$ cat src/rtl/mult4_seq_ctrl.sv
// Sequencer for an OP_W x OP_W unsigned multiply built on one shared 4x4 multiplier.
// Walks all nibble pairs, shift-accumulates the partial products, then holds the result.
module mult4_seq_ctrl #(
    parameter int OP_W = 8
) (
    input  logic              clk,
    input  logic              rst,
    input  logic              in_valid,
    output logic              in_ready,
    input  logic [OP_W-1:0]   in_a,
    input  logic [OP_W-1:0]   in_b,
    output logic [3:0]        mul_m,
    output logic [3:0]        mul_q,
    input  logic [7:0]        mul_p,
    output logic              out_valid,
    input  logic              out_ready,
    output logic [2*OP_W-1:0] out_prod,
    output logic              busy
);

    localparam int N     = OP_W / 4;
    localparam int STEPS = N * N;
    localparam int KW    = (STEPS > 1) ? $clog2(STEPS) : 1;
    localparam int PW    = 2 * OP_W;

    localparam logic [KW-1:0] N_K  = KW'(N);
    localparam logic [KW-1:0] LAST = KW'(STEPS - 1);

    typedef enum logic [1:0] {
        IDLE,
        CALC,
        DONE
    } state_t;

    state_t          state_q, state_d;
    logic [KW-1:0]   k_q, k_d;
    logic [PW-1:0]   acc_q, acc_d;
    logic [OP_W-1:0] a_q, a_d;
    logic [OP_W-1:0] b_q, b_d;

    logic [KW-1:0]   i_idx;
    logic [KW-1:0]   j_idx;
    logic [KW+1:0]   sh_i;
    logic [KW+1:0]   sh_j;
    logic [KW+2:0]   sh_p;
    logic [PW-1:0]   pp;

    // k walks a-nibbles fastest: i = k mod N, j = k div N
    assign i_idx = k_q % N_K;
    assign j_idx = k_q / N_K;
    assign sh_i  = {i_idx, 2'b00};
    assign sh_j  = {j_idx, 2'b00};
    assign sh_p  = {({1'b0, i_idx} + {1'b0, j_idx}), 2'b00};

    always_ff @(posedge clk) begin
        if (rst) begin
            state_q <= IDLE;
            k_q     <= '0;
            acc_q   <= '0;
            a_q     <= '0;
            b_q     <= '0;
        end else begin
            state_q <= state_d;
            k_q     <= k_d;
            acc_q   <= acc_d;
            a_q     <= a_d;
            b_q     <= b_d;
        end
    end

    always_comb begin
        state_d = state_q;
        k_d     = k_q;
        acc_d   = acc_q;
        a_d     = a_q;
        b_d     = b_q;
        mul_m   = 4'h0;
        mul_q   = 4'h0;
        pp      = '0;
        pp[7:0] = mul_p;
        unique case (state_q)
            IDLE: begin
                if (in_valid) begin
                    a_d     = in_a;
                    b_d     = in_b;
                    acc_d   = '0;
                    k_d     = '0;
                    state_d = CALC;
                end
            end
            CALC: begin
                mul_m = 4'(a_q >> sh_i);
                mul_q = 4'(b_q >> sh_j);
                acc_d = acc_q + (pp << sh_p);
                if (k_q == LAST) begin
                    k_d     = '0;
                    state_d = DONE;
                end else begin
                    k_d = k_q + 1'b1;
                end
            end
            DONE: begin
                if (out_ready) begin
                    state_d = IDLE;
                end
            end
            default: state_d = IDLE;
        endcase
    end

    // Result is gated so an aborted partial sum is never visible
    assign in_ready  = (state_q == IDLE);
    assign out_valid = (state_q == DONE);
    assign busy      = (state_q != IDLE);
    assign out_prod  = (state_q == DONE) ? acc_q : '0;

endmodule

$ cat config.mk
export PLATFORM = sky130hd
export DESIGN_NAME = mult4_seq_ctrl
export DESIGN_NICKNAME = d
export VERILOG_FILES = /design/src/rtl/mult4_seq_ctrl.sv
export SDC_FILE = /design/constraint.sdc
export NUM_CORES = 1
export LEC_CHECK = 0
export CAP_MARGIN = 30
export CORE_ASPECT_RATIO = 1.25
export CORE_UTILIZATION = 40
export CTS_BUF_LIST = sky130_fd_sc_hd__clkbuf_16
export DETAILED_ROUTE_END_ITERATION = 10
export DONT_BUFFER_PORTS = 1
export PLACE_DENSITY = 0.65
export SLEW_MARGIN = 40
export SYNTH_ARGS = -nofsm -noshare
export SYNTH_HDL_FRONTEND = slang
export SYNTH_SLANG_ARGS = --single-unit
$ cat constraint.sdc
create_clock -name clk -period 3.9 [get_ports clk]
set_input_delay 0.78 -clock clk [delete_from_list [all_inputs] [get_ports clk]]
set_output_delay 0.78 -clock clk [all_outputs]
set_load 0.05 [all_outputs]
After elaboration in Yosys (flattened, before gate mapping)
Index checks and enable logic that the tools add are counted.
{"block": "classes", "addsub": 3, "shifts": 3, "n_reduce_logical": 6, "eq_ne": 6, "mux": 12}
{"operator": "16-bit two-way mux", "count": 2}
{"operator": "16-bit case mux with 2 select lines", "count": 1}
{"operator": "16-bit adder", "count": 1}
{"operator": "8-bit by 4-bit left shift with 16-bit output", "count": 1}
{"operator": "8-bit by 3-bit right shift with 4-bit output", "count": 2}
{"operator": "2-bit two-way mux", "count": 5}
{"operator": "4-bit two-way mux", "count": 2}
{"operator": "2-bit case mux with 3 select lines", "count": 1}
{"operator": "2-bit == test (second input constant)", "count": 2}
{"operator": "2-bit inequality test (second input constant)", "count": 2}
{"operator": "2-bit case mux with 2 select lines", "count": 1}
{"operator": "2-bit AND reduction", "count": 2}
{"operator": "2-bit nonzero test", "count": 2}
{"operator": "3-bit AND reduction", "count": 1}
{"operator": "1-bit by 1-bit adder with 2-bit output", "count": 1}
{"operator": "2-bit by 1-bit adder with 2-bit output (second input constant)", "count": 1}
{"operator": "2-bit by 1-bit == test with 1-bit output (second input constant)", "count": 1}
{"operator": "2-bit zero test", "count": 1}
{"operator": "2-bit by 1-bit inequality test with 1-bit output (second input constant)", "count": 1}
{"block": "totals", "regBits": 36, "input_bits": 28, "out_inout_bits": 27, "wordCells": 35}

Logic depth before layout (Yosys ltp)
Gate-level depths: netlist of run 1.
{"block": "logic_depth", "word_depth": 4, "ltp_mapped": 14, "mapped_depth_nobuf": 13}

Worst setup path before layout of run 1
OpenSTA, ideal clock, no wires.
{"block": "synth_timing", "path_kind": "reg2reg", "from": "reg k_q[0]", "to": "reg acc_q[14]", "arrival_time_ns": 2.695, "n_path_buf": 1, "slack_ns": 1.088, "path_stages_with_launch": 15, "setup_ns": 0.117, "synth_period_minus_slack_ns": 2.812, "required_ns": 3.783, "cell_sequence": "dfxtp_1 ha_1 buf_2 nor2_1 and2_1 ha_1 inv_1 fa_1 nor2b_1 o21ai_1 a21boi_1 o211ai_2 a21oi_1 o21ai_0 a32o_1"}
{"block": "synth_via", "elab_chain_cells": 4}
{"element": "start: declaration", "line_no": "36", "source": "logic [KW-1:0] k_q, k_d;"}
{"element": "start signal: assignment", "line_no": "64", "source": "k_q <= k_d;"}
{"element": "1-bit by 1-bit adder with 2-bit output", "line_no": "53", "source": "assign sh_p = {({1'b0, i_idx} + {1'b0, j_idx}), 2'b00};"}
{"element": "8-bit by 4-bit left shift with 16-bit output", "line_no": "94", "source": "acc_d = acc_q + (pp << sh_p);"}
{"element": "16-bit adder", "line_no": "94"}
{"element": "16-bit case mux with 2 select lines", "line_no": "81", "source": "unique case (state_q)"}
{"element": "end signal: assignment", "line_no": "59", "source": "acc_q <= '0;"}
{"element": "end signal: assignment", "line_no": "65", "source": "acc_q <= acc_d;"}
{"element": "end: declaration", "line_no": "37", "source": "logic [PW-1:0] acc_q, acc_d;"}
Every way passes these cells.
A chain may end at the register's enable or synchronous reset.

Worst setup path after layout of run 1
Ends and elaborated chain as after synthesis.

==> results.py, run 1 <==
metrics = {
    "run_status": {
        "run_status": "finished, violations left",
        "violations": "design-rule violations",
    },
    "die": {
        "die_w_um": 70.8,
        "io_pins": 55,
        "rows": 30,
        "die_h_um": 88.0,
        "coreArea_um2": 5560,
        "initial_core_util_pct": 42.6,
        "die_area_um2": 6230,
    },
    "clock_network": {
        "cts_hold_buffers": 0,
        "cts_made_buffers": 5,
        "cts_resized": 0,
        "tritoncts": "yes",
        "clk_path_buf_depth": 2,
        "htreeDepth": 2,
        "cts_root_buf": "clkbuf_16",
        "cts_sinks": 36,
        "cts.clk_slew.worst_paths_ps": 60,
        "clk_latency_ps": 280,
        "cts_setup_buffers": 0,
    },
    "power": {
        "cellPowerDensity_nw_per_um2": 398,
        "leakage_nw": 1.08,
        "ir_drop_uv": 354,
    },
    "global_routing": {
        "grt_pass1_vias": 1908,
        "grt_use_met1_pct": 20.1,
        "antenna_found_initial": 0,
        "gr-max-usage-layer": "met2",
        "grt_overflow_total": 0,
        "grt_max_degree": 32,
        "grt_pass1_wl_um": 8650,
        "grt_use_met3_pct": 3.91,
        "grtUsageMet2_pct": 32.0,
        "grt_use_total_pct": 17.4,
    },
    "setup_path": {
        "reg2regPathDepth": 13,
        "r2r_start": "k_q[0]",
        "endpoint_kind": "register",
        "crit_type": "reg2reg",
        "cp.required_ps": 4060,
        "worstPathArrival_ps": 3540,
        "r2r-end": "acc_q[14]",
        "start_kind": "register",
        "path_cells": "ha_1 > nor2_1 > and2_1 > ha_1 > inv_1 > fa_1 > nor2b_1 > o21ai_1 > a21boi_1 > o211ai_2 > a21oi_1 > o21ai_0 > a32o_1",
        "cp_max_fo": 8,
        "critPathSlowestCell": "dfxtp_1",
        "rrSetupSlack_ps": 530,
        "cpPeakStageDelay_ps": 500,
        "cpMostUsedCell": "ha_1",
    },
    "flow_run": {
        "maxCapViolCount": 0,
    },
    "drt": {
        "ant_nets": 0,
        "first_pass_iters": 7,
        "drt_iter0_markers": 80,
        "vias": 2055,
        "wl_um": 5420,
        "wl_per_cell_um": 14.6,
        "via_per_inst": 5.54,
        "drc_errors": 6,
    },
    "min_path": {
        "whs_endpoint": "a_q[2]",
        "hold_start": "a_q[2]",
        "hold_path_class": "reg2reg",
        "worstHoldPathCells": 2,
    },
    "sta": {
        "fin_crit_ps": 3370,
        "rsz0062_at_grt": "no",
        "setup_tns_ps": 0,
        "finalHoldViolations": 0,
        "fin_skew_ps": 3.96,
        "slew_headroom_pct": 50.3,
        "tightest_slew_ps": 744,
        "fin_crit_sh_pct": 86.5,
        "fmax_ghz": 0.297,
        "slew_violations": 0,
        "setup_viol": 0,
    },
    "synthesis": {
        "ys_top_cells_by_area": "dfxtp_1 30%, ha_1 8.5%, nand2_1 7.5%",
        "syn_area_per_cell_um2": 7.58,
        "synthDistinctLibCells": 41,
        "syn_nets": 357,
        "synth_edf_count": 0,
        "ys.flop_type": "dfxtp_1",
        "synth_seq_cells": 36,
        "synth_top_cell_area_share_pct": 30.5,
        "ys_seq_area_share_pct": 30.5,
        "yosys_warnings": 0,
        "synthArstFlopShare_pct": 0,
        "syn_area_um2": 2370,
        "yosys.area.top_type": "dfxtp_1",
        "netlist_instances": 312,
    },
    "placed_design": {
        "place_hpwl_um": 4120,
        "dpl_cell_area_um2": 2430,
        "portBuffers": 0,
        "gp_congestion": 0.834,
    },
    "cells_and_area": {
        "nNetsFinal": 351,
        "drive_above_1_share_pct": 7.82,
        "syn_to_final_growth_pct": 9.78,
        "diodes": 0,
        "fin_area_um2": 2600,
        "final_cell_mix": "47 x nand2_1, 36 x dfxtp_1, 29 x a21oi_1",
        "post-route-util_pct": 46.8,
        "final_common_cell": "nand2_1",
    },
}
per-stage QoR:
stage,hold WS [ps],setup WS [ps],total power [mW],cells
after global routing,466,267,1.08,371
after global placement,438,734,0.574,363
after CTS,450,560,1.04,371
final,448,527,1.03,371
after floorplan,436,1090,0.550,312
after detailed placement,442,594,0.579,363
synthesized netlist by cell type (all sizes together) (2+ instances only):
library cell  instances
nand3                 3
xnor2                 5
buf                   3
dfxtp                36
a22o                  4
a211oi                3
inv                  11
mux2i                14
nand2                47
nor2                 35
xor2                  3
nand2b                4
a22oi                 6
a31oi                 2
and2                 21
o21bai                4
and3                  2
nor3                  6
a21oi                29
clkbuf               13
ha                   16
nor3b                 3
nor2b                10
o21ai                15
or3                   2
a21o                  5
kinds of logic after synthesis:
logic type / share of synthesized area (%)
adder cells (fa/ha/maj): 9.31
AND/OR/NAND/NOR: 27.3
buffers and inverters: 4.34
multiplexers: 5.92
XOR/XNOR: 2.96
AO/OA/AOI/OAI: 19.7
flip-flops: 30.5
worst max-delay path by stage:
stage	startpoint	endpoint	slack (ps)	cells past startpoint
floorplan	k_q[0]	acc_q[14]	1090	14
global placement	k_q[0]	acc_q[14]	730	13
detailed placement	k_q[0]	acc_q[14]	590	13
CTS	k_q[0]	acc_q[14]	560	13
global route	k_q[0]	acc_q[14]	270	13
finish	k_q[0]	acc_q[14]	530	13
layer usage:
layer | vias to the layer above | share of wire [%]
met4 | 0 | 1.5
met5 | - | 0
li1 | 1051 | -
met1 | 942 | 44
met3 | 9 | 5.6
met2 | 53 | 49
registers in the layout (all words and copies together) (netlist names):
signal,cells
state_q,2
b_q,8
a_q,8
acc_q,16
k_q,2
worst max-delay path, delay by kind of cell (launching register included):
kind | cells | cell delay, ps
simple gates | 3 | 500
compound gates | 6 | 1200
flops | 1 | 500
fa+ha+maj | 3 | 990
buf+inv | 1 | 60
power breakdown:
group          switching (mW)  internal, mW  leakage [nW]
Combinational           0.103        0.0652         0.706
Clock                   0.163         0.300        0.0798
Sequential             0.0145         0.387         0.294
Total                   0.281         0.752          1.08
layout make-up:
cell class              instances  area [um2]
fillers                       554        2960
inverters                      11        41.3
well taps                      64        80.1
clock inverters                 3        42.5
repair buffers                  3        22.5
multi-input cells             249        1570
flip-flops and latches         36         721
clock buffers                   5         125
(Power assumes the default switching activity.)
==> run 2: changes to the inputs <==
Settings changed: ABC_AREA set to 1.
==> run 2 against run 1 <==
Net effect:
- the flow now finishes without violations
- non-clock buffer count up 5
- register-to-register slack better by 640 ps
- combinational power up 51%
- worst hold slack better by 28 ps
- clock skew up 0.92 ps
- critical path type unchanged
- largest power group is now registers
==> results.py, run 2 <==
metrics = {
    "global_routing": {
        "antenna_found_initial": 0,
        "grt_use_total_pct": 21.6,
        "grt_overflow_total": 0,
        "grt_pass1_vias": 2576,
        "grt_pass1_wl_um": 11400,
        "grt_max_degree": 20,
    },
    "placed_design": {
        "portBuffers": 0,
        "gp_congestion": 0.909,
        "place_hpwl_um": 5080,
        "post-place-ws_ps": 1160,
    },
    "clock_network": {
        "clk_path_buf_depth": 2,
        "cts_resized": 0,
        "cts_hold_buffers": 0,
        "cts.clk_slew.worst_paths_ps": 60,
        "cts_setup_buffers": 0,
        "cts_root_buf": "clkbuf_16",
        "htreeDepth": 2,
        "tritoncts": "yes",
        "clk_latency_ps": 290,
        "cts_made_buffers": 5,
        "cts_sinks": 36,
    },
    "cells_and_area": {
        "fill_cells": 686,
        "nNetsFinal": 496,
        "top_register": "acc_q",
        "final_common_cell": "nand2_1",
        "diodes": 0,
        "seqCellArea_um2": 721,
        "multi_input_area_um2": 1600,
        "reg_top3": "acc_q (16), a_q (8), b_q (8)",
        "largest_register_ffs": 16,
        "final_cell_mix": "127 x nand2_1, 73 x inv_1, 56 x nor2_1",
        "drive_above_1_share_pct": 9.51,
        "syn_to_final_growth_pct": 11.3,
    },
    "synthesis": {
        "netlist_instances": 448,
        "synthTopCellsByCount": "128 x nand2_1, 72 x inv_1, 72 x nor2_1",
        "synthDistinctLibCells": 29,
        "syn_area_per_cell_um2": 5.86,
        "yosys_warnings": 0,
        "ys.flop_type": "dfxtp_1",
        "yosysMostFrequentCell": "nand2_1",
        "syn_area_um2": 2620,
        "synthArstFlopShare_pct": 0,
        "ys_top_cells_by_area": "dfxtp_1 27%, nand2_1 18%, inv_1 10%",
        "yosys.area.top_type": "dfxtp_1",
        "ys_seq_area_share_pct": 27.5,
        "synth_seq_cells": 36,
        "synth_top_cell_area_share_pct": 27.5,
        "syn_nets": 493,
        "synth_edf_count": 0,
    },
    "die": {
        "rows": 32,
        "die_w_um": 74.4,
        "die_h_um": 92.6,
        "io_pins": 55,
        "coreArea_um2": 6250,
        "initial_core_util_pct": 42.0,
        "die_area_um2": 6890,
    },
    "power": {
        "report.power.total_mw": 1.07,
        "leakage_nw": 1.43,
        "ir_drop_uv": 220,
        "cellPowerDensity_nw_per_um2": 365,
    },
    "sta": {
        "rsz0062_at_grt": "no",
        "tightest_slew_ps": 699,
        "fin_skew_ps": 4.88,
        "fmax_ghz": 0.367,
        "fin_crit_sh_pct": 70.0,
        "slew_violations": 0,
        "setup_tns_ps": 0,
        "fin_ws_ps": 1170,
        "finalHoldViolations": 0,
        "setup_viol": 0,
        "fin_crit_ps": 2730,
        "slew_headroom_pct": 53.4,
    },
    "run_status": {
        "run_status": "complete, no violations",
    },
    "drt": {
        "wl_um": 6620,
        "drc_errors": 0,
        "via_per_inst": 4.92,
        "drt_iter0_markers": 179,
        "ant_nets": 0,
        "vias": 2642,
        "first_pass_iters": 4,
        "wl_per_cell_um": 12.3,
    },
    "setup_path": {
        "cp.required_ps": 4110,
        "crit_end": "acc_q[10]",
        "start_kind": "register",
        "startpoint": "k_q[0]",
        "r2r_start": "k_q[0]",
        "crit_type": "reg2reg",
        "reg2regPathDepth": 13,
        "cp_max_fo": 15,
        "rrSetupSlack_ps": 1170,
        "endpoint_kind": "register",
        "worstPathArrival_ps": 2940,
        "r2r-end": "acc_q[10]",
    },
    "min_path": {
        "hold_path_class": "reg2reg",
    },
    "flow_run": {
        "maxCapViolCount": 0,
    },
}
==> run 2: cell count changes after synthesis, moves of 14 or more <==
cell / change
and2_1: -20
inv_1: +61
mux2i_1: -14
nand2_1: +81
nand3_1: +19
nor2_1: +37
==> run 2: worst min path at each step <==
stage	from	end	slack, ps	depth (start not counted)
6_report	acc_q[15]	acc_q[15]	480	2
5_1_grt	acc_q[4]	acc_q[4]	500	2
4_1_cts	acc_q[15]	acc_q[15]	480	2
3_5_place_dp	acc_q[15]	acc_q[15]	470	2
3_3_place_gp	acc_q[15]	acc_q[15]	460	2
2_1_floorplan	b_q[6]	b_q[6]	450	2
==> run 2: layout make-up <==
| class | count | share of cell area (%) |
|---|---|---|
| Clock buffer | 5 | 4.28 |
| Clock inverter | 3 | 0.686 |
| Inverter | 75 | 9.73 |
| Multi-Input combinational cell | 325 | 54.9 |
| Sequential cell | 36 | 24.7 |
| Tap cell | 85 | 3.64 |
| Timing Repair Buffer | 8 | 2.06 |
==> run 2: worst max-delay path: stages (launching register included) <==
cell and delay (ps):
dfxtp_1 440, ha_1 400, or2_2 410, nor2_1 110, ha_1 160, inv_1 60
fa_1 350, inv_1 110, nand2_1 70, nand3_1 140, nand2_1 100, nand3b_1 100
nand3_1 70, a21oi_1 140
==> run 2: metrics by stage <==
| step | area (um2) | utilization, % | instances | hold WS (ps) |
|---|---|---|---|---|
| 6_report | 2920 | 46.8 | 537 | 475 |
| 5_1_grt | 2920 | 46.8 | 537 | 500 |
| 4_1_cts | 2890 | 46.2 | 537 | 478 |
| 3_5_place_dp | 2740 | 43.9 | 529 | 469 |
| 3_3_place_gp | 2730 | 43.8 | 529 | 464 |
| 2_1_floorplan | 2620 | - | 448 | 455 |
==> run 2: power by group <==
part	switching [mW]	internal, mW
Clock	0.167	0.236
Combinational	0.173	0.0800
Sequential	0.0177	0.394
Total	0.357	0.709
==> run 2: routing by layer <==
| metal | vias to the layer above | share of wire (%) | GRT usage, % |
|---|---|---|---|
| met5 | - | 0 | 0 |
| met4 | 0 | 3.1 | 9.28 |
| met2 | 73 | 50 | 37.8 |
| li1 | 1395 | - | - |
| met3 | 17 | 5.1 | 4.68 |
| met1 | 1157 | 42 | 24.5 |
==> run 2: cell families (layout without fill, tap and decap cells) <==
logic type	Yosys count	count (layout)	share of synthesized area, %
compound gates	69	69	13.4
fa+ha+maj	17	17	8.39
buf+inv	87	91	13.0
flops	36	36	27.5
simple gates	239	239	37.7
==> run 3: changes to the inputs <==
Settings changed: PLACE_DENSITY 0.65 to 0.67.
Clock period 3.9 ns to 2.19 ns, I/O delays scaled along.
==> run 3 against run 2 <==
Net effect:
- the flow now finishes with violations (negative setup slack)
- register-to-register slack got worse by 1300 ps
- non-clock buffer count increased by 48
- fmax is 19% higher
- setup slack got worse by 1300 ps
- sequential power rose by 79%
- utilization grew 11 points
==> results.py, run 3 (same netlist as run 2, synthesis figures left out) <==
metrics = {
    "run_status": {
        "run_status": "finished, violations left",
        "violations": "negative setup slack",
    },
    "sta": {
        "rsz0062_at_grt": "yes",
        "fin_ws_ps": -110,
        "fin_crit_sh_pct": 105,
        "slew_headroom_pct": 72.3,
        "setup_viol": 10,
        "fin_crit_ps": 2300,
        "fin_skew_ps": 4.57,
        "tightest_slew_ps": 415,
        "setup_tns_ps": -709,
        "slew_violations": 0,
        "fmax_ghz": 0.435,
        "finalHoldViolations": 0,
    },
    "cells_and_area": {
        "final_cell_mix": "106 x nand2_1, 68 x nor2_1, 66 x inv_1",
        "post-route-util_pct": 57.4,
        "final_common_cell": "nand2_1",
        "largest_register_ffs": 16,
        "top_register": "acc_q",
        "reg_top3": "acc_q (16), a_q (8), b_q (8)",
        "drive_above_1_share_pct": 28.4,
        "syn_to_final_growth_pct": 36.6,
        "diodes": 0,
        "stdcell_count": 585,
        "nNetsFinal": 544,
    },
    "die": {
        "coreArea_um2": 6250,
        "rows": 32,
        "io_pins": 55,
        "die_h_um": 92.6,
        "die_w_um": 74.4,
        "die_area_um2": 6890,
        "initial_core_util_pct": 42.0,
    },
    "setup_path": {
        "critPathSlowestCell": "dfxtp_4",
        "endpoint_kind": "register",
        "r2r_start": "k_q[1]",
        "path_cells": "ha_4 > or2_4 > nor2_4 > ha_4 > inv_2 > fa_2 > inv_2 > nand3_2 > nand3_4 > nand3_2 > nand4_1 > nand3_1 > a21oi_1",
        "cpPeakStageDelay_ps": 350,
        "rrSetupSlack_ps": -110,
        "cp.required_ps": 2410,
        "worstPathArrival_ps": 2520,
        "cp_max_fo": 8,
        "start_kind": "register",
        "crit_type": "reg2reg",
        "reg2regPathDepth": 13,
        "r2r-end": "acc_q[12]",
    },
    "global_routing": {
        "antenna_found_initial": 0,
        "grt_use_total_pct": 22.1,
        "grt_max_degree": 20,
        "grt_overflow_total": 0,
        "grt_pass1_vias": 2709,
        "grt_pass1_wl_um": 11700,
    },
    "clock_network": {
        "cts.clk_slew.worst_paths_ps": 60,
        "tritoncts": "yes",
        "htreeDepth": 2,
        "cts_root_buf": "clkbuf_16",
        "clk_latency_ps": 280,
        "cts_made_buffers": 5,
        "cts_sinks": 36,
        "clk_path_buf_depth": 2,
    },
    "placed_design": {
        "post-place-ws_ps": -163,
        "place_hpwl_um": 5300,
        "post-place-cells": 566,
        "portBuffers": 0,
        "gp_congestion": 0.857,
    },
    "power": {
        "report.power.total_mw": 2.24,
        "cellPowerDensity_nw_per_um2": 626,
        "leakage_nw": 1.71,
        "ir_drop_uv": 365,
    },
    "min_path": {
        "hold_path_class": "in2reg",
        "worstHoldPathCells": 1,
        "hold_start": "rst",
        "whs_endpoint": "k_q[1]",
    },
    "drt": {
        "wl_per_cell_um": 13.1,
        "drt_iter0_markers": 122,
        "vias": 2888,
        "wl_um": 7660,
        "first_pass_iters": 4,
        "drc_errors": 0,
        "via_per_inst": 4.94,
        "ant_nets": 0,
    },
    "flow_run": {
        "maxCapViolCount": 0,
    },
}
## run 3: worst max-delay path by stage
stage	slack, ps	endpoint	start
after floorplan	-40	acc_q[8]	k_q[1]
final	-110	acc_q[12]	k_q[1]
after detailed placement	-160	acc_q[10]	k_q[1]
after global placement	-120	acc_q[14]	k_q[1]
after global routing	-250	acc_q[8]	k_q[1]
after CTS	-70	acc_q[10]	k_q[0]
## run 3: where the power goes
group / total (mW) / internal, mW / switching, mW
clock: 0.837 / 0.536 / 0.301
sequential: 0.736 / 0.700 / 0.0354
combinational: 0.670 / 0.284 / 0.386
## run 3: layer usage
layer	track usage (%)	share of wire, %	routed length, um
met1	24.6	40	3050
met2	41.2	54	4100
met3	3.48	4.4	340
met4	7.08	2.1	163
met5	0	0	0
## run 3: critical path, delay by kind of cell (launching register included)
| family | cells | cell delay (ps) |
|---|---|---|
| simple gates | 7 | 860 |
| fa+ha+maj | 3 | 760 |
| flops | 1 | 350 |
| buf+inv | 2 | 150 |
| compound gates | 1 | 120 |
## run 3: layout make-up
class                           count  area, um2
Clock buffer                        5        125
Sequential cell                    36        726
Clock inverter                      3       41.3
Timing Repair Buffer               56        424
Tap cell                           85        106
Fill cell                         618       2660
Inverter                           75        284
Multi-Input combinational cell    325       1880
## run 3: repair_timing
| item | in CTS | in global routing |
|---|---|---|
| resized for setup | 28 | 48 |
| setup endpoints to repair | 13 | 14 |
| endpoints found under the hold margin | 0 | 0 |
| pin swaps | 17 | 15 |
| hold buffers | 0 | 0 |
| setup buffers | 8 | 3 |
## run 3: metrics by stage
step,cell area (um2),hold WS [ps]
after global routing,3580,205
final,3580,207
after floorplan,2680,455
after global placement,3060,463
after detailed placement,3060,471
after CTS,3380,204
==> patch 1 (flow settings as in run 1) <==
Set the parameter `OP_W` to 4 (it was 8).
--- a/src/rtl/mult4_seq_ctrl.sv
+++ b/src/rtl/mult4_seq_ctrl.sv
@@ -3,3 +3,3 @@
 module mult4_seq_ctrl #(
-    parameter int OP_W = 8
+    parameter int OP_W = 4
 ) (
Ports: changed (resized in_a, in_b and out_prod); port bits go from 55 to 39. No check against the original RTL was run, so the function may have changed too.
==> patch 1 against run 1 <==
  * Fmax up 32%
  * Worst setup slack improved by 0.82 ns
  * Sequential cell count decreased by 18
  * Cell count shrank 55%
  * Global-route usage fell by 0.51 points
  * Critical path depth decreased by 10
  * Power shrank 53%
  * Wire length fell by 59%
  * Synthesized area is 55% lower
  * Utilization grew 0.97 points
  * Design area shrank 54%
  * Critical path type is now register to output pin
  * Largest cell class unchanged
==> patch 1: results (changes against run 1) <==
status=finished, final reports clean; dpl ws=1.48 ns (+0.889 ns); Post-Route Skew=0.00110 ns (-0.00286 ns); routed via count=890 (-57%); multi-input gates=106 (-57%); Post-Route WL=2220 um (-59%); Regs by FF count=acc_q (8), a_q (4), b_q (4); P&R area growth vs syn=10.1%; clk sinks=18 (-50%); multi-input logic area=672 um^2 (-57%); commonest cells in the netlist=23 x nand2_1, 18 x a21oi_1, 18 x dfxtp_1, 17 x and2_1; synthesized area per cell=8.07 um^2 (+6.4%); H-tree depth=1 (-1); Non-clock buffering overhead=1.90% (+1.0 points); layout cell share with drive strength beyond 1=7.52% (-0.30 points); Area contributors post-synth=dfxtp_1 34%, and2_1 9.9%, a21oi_1 8.4%; Worst Path Arrival=1.77 ns (-1.77 ns); largest net degree at the start of global routing=23 (-28%); register area share after synthesis=33.6% (+3.1 points); All-Layer GR Usage=16.8% (-0.51 points); ClkCell Share=6.67% (+0.21 points); crit path max fanout=6 (-2); cts bufs inserted=3 (-2); gpl congestion=0.790 (-5.2%); syn_nets=161 (-55%); first-pass GRT wire length=3710 um (-57%)
-- patch 1: cell count changes after synthesis, moves of 5 or more --
cell      change
nor2_1       -31
nor3_1        -5
ha_1          -9
nand2_1      -24
o21ai_0      -12
clkbuf_1      -7
inv_1         -9
a21oi_1      -11
mux2i_1      -14
dfxtp_1      -18
a22oi_1       -6
nor2b_1       -8
-- patch 1: final timing paths --
kind,start,to,slack [ns],depth (start not counted)
worst min-delay path,a_q[0]$_SDFFE_PP0P_,a_q[0]$_SDFFE_PP0P_,0.44,2
worst min register to register,a_q[0]$_SDFFE_PP0P_,a_q[0]$_SDFFE_PP0P_,0.44,2
worst max register to register,acc_q[2]$_SDFFE_PP0P_,acc_q[7]$_SDFFE_PP0P_,1.95,6
worst max-delay path,state_q[1]$_SDFFE_PP0P_,out_prod[2],1.35,3
-- patch 1: power breakdown --
group | internal [mW] | total [mW] | switching, mW
Combinational | 0.0277 | 0.0812 | 0.0535
Clock | 0.136 | 0.205 | 0.0691
Sequential | 0.195 | 0.201 | 0.00644
Total | 0.359 | 0.488 | 0.129
-- patch 1: cell families after synthesis --
| group | after synthesis | share of synthesized area (%) |
|---|---|---|
| buf+inv | 9 | 3.85 |
| fa+ha+maj | 8 | 10.0 |
| compound gates | 29 | 16.6 |
| mux | 1 | 1.40 |
| simple gates | 65 | 32.2 |
| flops | 18 | 33.6 |
| xor+xnor | 3 | 2.45 |
-- patch 1: worst max-delay path, stage by stage, from the launching register on --
cell and delay (ns):
dfxtp_1 0.37, nor2b_1 0.39, buf_4 0.30, and2_1 0.46
-- patch 1: per-layer routing --
layer | vias to the layer above | global-route usage, % | part of all wire, %
li1 | 453 | - | -
met2 | 36 | 29.0 | 47
met1 | 396 | 19.3 | 43
met3 | 5 | 4.07 | 7.9
met4 | 0 | 9.66 | 1.9
met5 | - | 0 | 0
==> patch 2 (flow settings as in run 1) <==
Without the edit above. Encoding of `state_t`: now one-hot (3 bits for 3 states).
--- a/src/rtl/mult4_seq_ctrl.sv
+++ b/src/rtl/mult4_seq_ctrl.sv
@@ -28,6 +28,6 @@
 
-    typedef enum logic [1:0] {
-        IDLE,
-        CALC,
-        DONE
+    typedef enum logic [2:0] {
+        IDLE = 3'b001,
+        CALC = 3'b010,
+        DONE = 3'b100
     } state_t;
Check against the original RTL: no difference found for any inputs over 10 cycles, from zero or initial values and one cycle with rst high; not proved beyond that.
==> patch 2 against run 1 <==
  * The flow still finishes with violations (design-rule violations)
  * Non-clock buffer count rose by 7
  * Critical endpoint unchanged
  * Critical path type unchanged
  * Design area increased by 2.9%
  * Sequential cell count increased by 1
  * Wire length rose by 0.89%
  * Largest power group unchanged
  * Power down 7.8%
  * Fmax grew 0.63%
  * Via count increased by 0.19%
  * Hold slack worse by 0.0016 ns
  * Sequential share of layout area is essentially flat
  * Worst setup slack improved by 0.021 ns
  * Synthesized area grew 1.2%
==> patch 2: results (changes against run 1) <==
failing checks=design-rule violations; First DRT Iteration DRCs=150 (+88%); TritonRoute pass-1 iters=8 (+1); Post-route DRC=3 (-3); Hold Path Sink=b_q[7]$_SDFFE_PP0P_; first-pass GRT wire length=9070 um (+4.8%); Non-clock buffering overhead=2.81% (+1.9 points); clock root cell=clkbuf_16; commonest cells in the netlist=44 x nand2_1, 37 x dfxtp_1, 33 x a21oi_1, 28 x nor2_1, 18 x and2_1; status=finished, violations left; layout cell share with drive strength beyond 1=10.2% (+2.3 points); All-Layer GR Usage=18.3% (+0.92 points); Hold Slack=0.446 ns (-0.00165 ns); design area=2670 um^2 (+2.9%); Leakage=1.07 nW (-0.90%); multi-input logic area=1570 um^2 (+0.32%); Seq pwr share=42.4% (+3.5 points); gpl congestion=0.878 (+5.3%); HP Start=b_q[7]$_SDFFE_PP0P_; Mapped Cells=305 (-2.2%); routed via count=2059 (+0.19%); Clk. pwr=0.459 mW (-0.9%); ClkCell Share=6.23% (-0.23 points); Seq area share=27.7% (-0.030 points); total of max-cap violations=0 (unchanged); Worst Path Arrival=3.52 ns (-0.02 ns); maximum clock frequency=298 MHz (+0.63%); Seq cells=37 (+2.8%); placed instance area=2500 um^2 (+2.9%); Area contributors post-synth=dfxtp_1 31%, ha_1 8.4%, a21oi_1 6.9%; HPWL Detailed=4070 um (-1.2%); maximum VDD drop=0.000251 V (-29%); Post-Route Skew=0.00420 ns (+0.000243 ns); inverter count=10 (-1); Post-CTS Setup Bufs=0 (unchanged); CORE AREA=5780 um^2 (+4.0%); Tightest Hold Check Type=register to register; crit path max fanout=8 (unchanged); fill count=587 (+6.0%); WS Path Type=register to register; Rel. slew slack=58.6% (+8.3 points); multi-input gates=240 (-3.6%); dpl ws=0.601 ns (+0.00650 ns); vias in the first global route=1958 (+2.6%); P_int=0.722 mW (-4.1%); Avg WL per Cell=14.7 um (+0.89%); number of non-clock buffers=10 (+7); DR vias/cell=5.55 (+0.19%); register area share after synthesis=30.9% (+0.49 points); syn_nets=350 (-2.0%); number of distinct library cells after synthesis=41 (unchanged)
-- patch 2: critical path, stage by stage (launching register included) --
cell and delay (ns):
dfxtp_1 0.50, ha_1 0.41, nor2_1 0.23, and2_1 0.16, ha_1 0.18, inv_1 0.06, fa_1 0.37, nand2b_1 0.19
a21oi_1 0.29, o21ai_2 0.16, o21ai_2 0.21, a311oi_2 0.13, xnor2_1 0.15, a22o_1 0.19
-- patch 2: per-layer routing --
metal	GRT usage [%]	up-vias	part of all wire, %
met5	0	-	0
met4	6.36	0	1.0
met3	5.13	5	6.5
met2	31.3	57	48
met1	22.0	946	45
li1	-	1051	-
-- patch 2: cell families after synthesis --
group,synth area share [%]
buffers and inverters,4.55
multiplexers,5.02
flip-flops,30.9
AND/OR/NAND/NOR,24.2
adder cells (fa/ha/maj),9.20
XOR/XNOR,4.02
AO/OA/AOI/OAI,22.1
